--- src/rtl/ctrlpid_qenc_v.sv ---
// ctrlpid_qenc_v: per-channel quadrature decoder, position counter and setpoint store producing the saturated PID error
module ctrlpid_qenc_v #(
    parameter int aw = 1,
    parameter int an = 2**aw,
    parameter int ew = 24,
    parameter int pw = 32,
    parameter int fl = 4
) (
    input  logic          clk,
    input  logic          reset,
    input  logic [an-1:0] enc_a,
    input  logic [an-1:0] enc_b,
    input  logic [aw-1:0] a,
    input  logic [pw-1:0] setpoint,
    input  logic          sp_we,
    input  logic          pos_clr,
    input  logic          fault_clr,
    output logic [ew-1:0] error,
    output logic [pw-1:0] position,
    output logic [an-1:0] fault
);
    localparam int cw = $clog2(fl + 1);
    logic [an-1:0] a_s1_q, a_s2_q, b_s1_q, b_s2_q;
    logic [an-1:0][pw-1:0] pos_w, sp_w;
    logic [an-1:0] fault_w;
    logic [pw:0] diff;
    logic [ew-1:0] error_q, error_d;
    logic [pw-1:0] position_q;
    // two-flop synchronizers on the raw encoder phases
    always_ff @(posedge clk or posedge reset) begin
        if (reset) begin
            a_s1_q <= '0;
            a_s2_q <= '0;
            b_s1_q <= '0;
            b_s2_q <= '0;
        end else begin
            a_s1_q <= enc_a;
            a_s2_q <= a_s1_q;
            b_s1_q <= enc_b;
            b_s2_q <= b_s1_q;
        end
    end
    for (genvar g = 0; g < an; g++) begin : g_ch
        logic [1:0] s, cand_q, filt_q, qs_q, i_old, i_new, dlt;
        logic [cw-1:0] cnt_q;
        logic filt_v_q, init_q, hit, chg, fwd, rev, bad;
        logic [pw-1:0] pos_q, pos_d, sp_q, sp_d;
        logic fault_q, fault_d;
        assign s = {a_s2_q[g], b_s2_q[g]};
        // glitch filter: synchronized AB must match the candidate for fl consecutive clocks
        always_ff @(posedge clk or posedge reset) begin
            if (reset) begin
                cand_q <= '0;
                cnt_q <= '0;
                filt_q <= '0;
                filt_v_q <= 1'b0;
            end else if (s != cand_q) begin
                cand_q <= s;
                cnt_q <= cw'(1);
            end else if (cnt_q != cw'(fl)) begin
                cnt_q <= cnt_q + 1'b1;
                if (cnt_q == cw'(fl - 1)) begin
                    filt_q <= cand_q;
                    filt_v_q <= 1'b1;
                end
            end
        end
        // gray code to quadrant index; the index difference gives direction, two steps is illegal
        assign i_old = {qs_q[1], qs_q[1] ^ qs_q[0]};
        assign i_new = {filt_q[1], filt_q[1] ^ filt_q[0]};
        assign dlt = i_new - i_old;
        assign chg = filt_v_q & init_q & (filt_q != qs_q);
        assign fwd = chg & (dlt == 2'd1);
        assign rev = chg & (dlt == 2'd3);
        assign bad = chg & (dlt == 2'd2);
        assign hit = a == aw'(g);
        assign pos_d = (pos_clr && hit) ? '0 : fwd ? pos_q + 1'b1 : rev ? pos_q - 1'b1 : pos_q;
        assign sp_d = (sp_we && hit) ? setpoint : sp_q;
        assign fault_d = bad | (fault_q & ~fault_clr);
        // decoder state, position, setpoint and sticky fault; the first settled value only arms the decoder
        always_ff @(posedge clk or posedge reset) begin
            if (reset) begin
                qs_q <= '0;
                init_q <= 1'b0;
                pos_q <= '0;
                sp_q <= '0;
                fault_q <= 1'b0;
            end else begin
                if (filt_v_q) begin
                    qs_q <= filt_q;
                    init_q <= 1'b1;
                end
                pos_q <= pos_d;
                sp_q <= sp_d;
                fault_q <= fault_d;
            end
        end
        assign pos_w[g] = pos_q;
        assign sp_w[g] = sp_q;
        assign fault_w[g] = fault_q;
    end
    assign diff = {sp_w[a][pw-1], sp_w[a]} - {pos_w[a][pw-1], pos_w[a]};
    assign error_d = (&diff[pw:ew-1] || ~|diff[pw:ew-1]) ? diff[ew-1:0] :
                     diff[pw] ? {1'b1, {(ew-1){1'b0}}} : {1'b0, {(ew-1){1'b1}}};
    // registered readout of the selected channel
    always_ff @(posedge clk or posedge reset) begin
        if (reset) begin
            error_q <= '0;
            position_q <= '0;
        end else begin
            error_q <= error_d;
            position_q <= pos_w[a];
        end
    end
    assign error = error_q;
    assign position = position_q;
    assign fault = fault_w;
endmodule

--- config.mk ---
export PLATFORM = sky130hd
export DESIGN_NAME = ctrlpid_qenc_v
export DESIGN_NICKNAME = d
export VERILOG_FILES = /design/src/rtl/ctrlpid_qenc_v.sv
export SDC_FILE = /design/constraint.sdc
export NUM_CORES = 1
export LEC_CHECK = 0
export CELL_PAD_IN_SITES_DETAIL_PLACEMENT = 1
export CELL_PAD_IN_SITES_GLOBAL_PLACEMENT = 1
export CORE_MARGIN = 1
export CORE_UTILIZATION = 30
export DETAILED_ROUTE_END_ITERATION = 16
export PLACE_DENSITY = 0.67
export SETUP_SLACK_MARGIN = 0.4
export SLEW_MARGIN = 20
export SYNTH_ARGS = -nofsm -noshare
export SYNTH_HDL_FRONTEND = slang
export SYNTH_SLANG_ARGS = --single-unit
--- constraint.sdc ---
create_clock -name clk -period 7.25 [get_ports clk]
set_input_delay 0.725 -clock clk [delete_from_list [all_inputs] [get_ports clk]]
set_output_delay 0.725 -clock clk [all_outputs]
set_load 0.05 [all_outputs]
==> results.sh <==
export IMPL_htree_num_levels=1
export IMPL_vias_per_cell=5.03
export IMPL_gp_congestion=0.906
export IMPL_cts_sinks=216
export IMPL_slew_headroom_pct=36.0
export IMPL_cts_buffers=27
export IMPL_die_area_sq_mm=0.0461
export IMPL_ys_ff_latch=216
export IMPL_cpMaxStageDelayCell="a21oi_4"
export IMPL_wire_per_inst_um=18.2
export IMPL_die_y_um=215
export IMPL_worst_path_buf_inv=2
export IMPL_synthToLayoutAreaGrowth_pct=19.0
export IMPL_yosys_area_top_type="dfrtp_1"
export IMPL_netlist_instances=1363
export IMPL_drive_gt1_share_pct=13.5
export IMPL_cpPeakStageDelay_ps=760
export IMPL_path_clk_slew_ps=60
export IMPL_status="completed"
export IMPL_synth_cell_types=74
export IMPL_synthTopCellsByArea="dfrtp_1 (40%), ha_1 (9.4%), mux2_2 (8.6%), a21oi_1 (4.9%), mux2i_1 (4.4%)"
export IMPL_critPathTopFamily="compound AO/OA/AOI/OAI gates"
export IMPL_grt_max_degree=75
export IMPL_finalWirelength_mm=37.5
export IMPL_seq_area_frac_synth_pct=39.8
export IMPL_path_class="in2reg"
export IMPL_tritoncts="done"
export IMPL_io_buffer_count=99
export IMPL_start_kind="input port"
export IMPL_fin_setup_tns_ps=0
export IMPL_cap_viol_max_count=0
export IMPL_synth_cells_most_frequent="dfrtp_1 (216), nand2_1 (152), a21oi_1 (133)"
export IMPL_path_cells="buf_4 > buf_4 > mux2_2 > ha_1 > a21o_1 > a21o_1 > a21oi_1 > o311ai_0 > a22o_1 > o22ai_4 > nor4_2 > a21oi_4 > mux2i_1"
export IMPL_worstPathArrival_ps=5580
export IMPL_initial_core_util_pct=30.6
export IMPL_synth_enable_flop_cells=0
export IMPL_critical_path_max_fanout=56
export IMPL_yosys_area_top_type_share_pct=39.8
export IMPL_rows=77
export IMPL_synth_area_sq_mm=0.0136
export IMPL_cts_hold_buffers=0
export IMPL_reg2reg_slack_ps=2210
export IMPL_fin_nets=1598
export IMPL_final_period_utilization_pct=70.6
export IMPL_cp_end_kind="flop"
export IMPL_slew_violations=0
export IMPL_post_cts_resize_count=0
export IMPL_dp_hpwl_mm=27.8
export IMPL_fin_skew_ps=11.2
export IMPL_coreArea_sq_mm=0.0444
export IMPL_hold_violations=0
export IMPL_drt_iter0_drc=407
export IMPL_clockBufferDepth=3
export IMPL_crit_required_ps=7710
export IMPL_syn_nets=1510
export IMPL_rsz0062_at_grt="no"
export IMPL_yosysWarnings=0
export IMPL_antenna_found_initial=0
export IMPL_vias=10400
export IMPL_yosysMostFrequentCell="dfrtp_1"
export IMPL_drcViolationCount=0
export IMPL_firstDrtPassIters=4
export IMPL_min_path_type="reg2reg"
export IMPL_grt_total_usage_pct=16.3
export IMPL_clock_latency_ps=550
export IMPL_root_buffer="clkbuf_16"
export IMPL_syn_area_per_cell_sq_um=9.97
export IMPL_tightest_slew_ps=958
export IMPL_synthArstFlopShare_pct=100
export IMPL_die_w_um=215
export IMPL_synth_main_ff_cell="dfrtp_1"
export IMPL_grt_pass1_wl_mm=60.7
export IMPL_max_freq_mhz=195
export IMPL_num_antenna_cells=0
export IMPL_report_final_setup_viol=0
export IMPL_cts_setup_buffers=0
export IMPL_antenna_left=0
export IMPL_grt_overflow_total=0
export IMPL_io_pins=100
export IMPL_min_period_ps=5120
export IMPL_grt_pass1_vias=11300
export IMPL_hold_ws_ps=351
## through the flow
| step | instances | cell area, sq um | utilization [%] | setup WS [ps] |
|---|---|---|---|---|
| floorplan | 1363 | 13600 | - | 617 |
| global placement | 2014 | 15200 | 34.2 | 1520 |
| detailed placement | 2014 | 15200 | 34.2 | 1260 |
| CTS | 2062 | 16200 | 36.4 | 1850 |
| global route | 2062 | 16200 | 36.4 | 1810 |
| finish | 2062 | 16200 | 36.4 | 2130 |
## path summary, 6_finish.rpt
kind,from,end,depth (start not counted)
worst max-delay path,a,error[3],13
worst min-delay path,b_s1_q[1],b_s2_q[1],0
worst max register to register,g_ch[1].filt_q[0],g_ch[1].pos_q[30],16
worst min register to register,b_s1_q[1],b_s2_q[1],0
max in group asynchronous,reset,g_ch[1].sp_q[22],3
min in group asynchronous,reset,g_ch[0].pos_q[5],2
## worst register-to-register path: stages, from the launching register on
cell and delay, ps:
dfrtp_1 430, xnor2_1 160, ha_1 340, nor2b_2 120, buf_4 390, nand2_1 480
fa_1 580, a21o_1 200, a21o_1 210, a21oi_1 270, o21ai_0 230, a31o_2 310
a21bo_2 210, a31oi_1 350, o21ai_0 210, or3_1 330, o2111a_1 130
## flip-flops by register name, indices dropped and copies added, names as in the netlist
signal and count:
a_s2_q 2, g_ch.fault_q 2, g_ch.filt_q 4, g_ch.init_q 2
g_ch.filt_v_q 2, g_ch.sp_q 64, g_ch.qs_q 4, a_s1_q 2
position 32, error 24, b_s1_q 2, b_s2_q 2
g_ch.pos_q 64, g_ch.cnt_q 6, g_ch.cand_q 4
## final cells by class
cell class / instances / area (sq um)
sequential: 216 / 5410
clock buffer: 35 / 756
clock inverter: 13 / 210
multi-input combinational: 1037 / 7750
fill: 5002 / 28200
tap: 592 / 741
inverter: 58 / 225
timing repair buffer: 111 / 1080
## cell families (layout without fill, tap and decap cells)
family / after synthesis / in the layout / share of synthesized area, %
AO/OA/AOI/OAI: 345 / 345 / 16.6
adder cells (fa/ha/maj): 105 / 105 / 9.84
multiplexers: 164 / 164 / 13.0
AND/OR/NAND/NOR: 333 / 333 / 11.6
flip-flops: 216 / 216 / 39.8
XOR/XNOR: 90 / 90 / 5.80
buffers and inverters: 110 / 217 / 3.31
## cell usage in the layout, fill, tap and decap left out, types with 5 or more instances in the layout
cell type        instances
o211ai_1                 7
o21ai_0                 46
a21oi_1                133
and3_1                   7
a21o_1                  50
nor2b_1                  6
nor3_1                  15
and2_1                   6
nand2b_1                15
nor4_1                   7
clkbuf_8                 5
xnor2_1                 59
dfrtp_1                216
nor2_1                  48
nand2_1                152
clkbuf_16               27
a211oi_1                15
inv_1                   57
o21bai_1                15
bufinv_16                5
ha_1                   102
or3_1                    9
xor2_1                  31
or2_2                    8
o21a_1                  12
clkdlybuf4s50_1         98
nand4_1                 10
mux2i_1                 60
nand3_1                 30
mux2_2                 104
buf_4                   13
a31oi_1                  6
## per-layer routing
| layer | GRT usage [%] | up-vias | wire [um] |
|---|---|---|---|
| met5 | 0 | - | 0 |
| met4 | 4.43 | 0 | 723 |
| met3 | 1.81 | 39 | 890 |
| met2 | 28.5 | 119 | 18500 |
| met1 | 21.1 | 5165 | 17400 |
| li1 | - | 5053 | - |
Power is not shown: default switching activity piles up to over one toggle a cycle in this logic, so the estimate is an artifact.
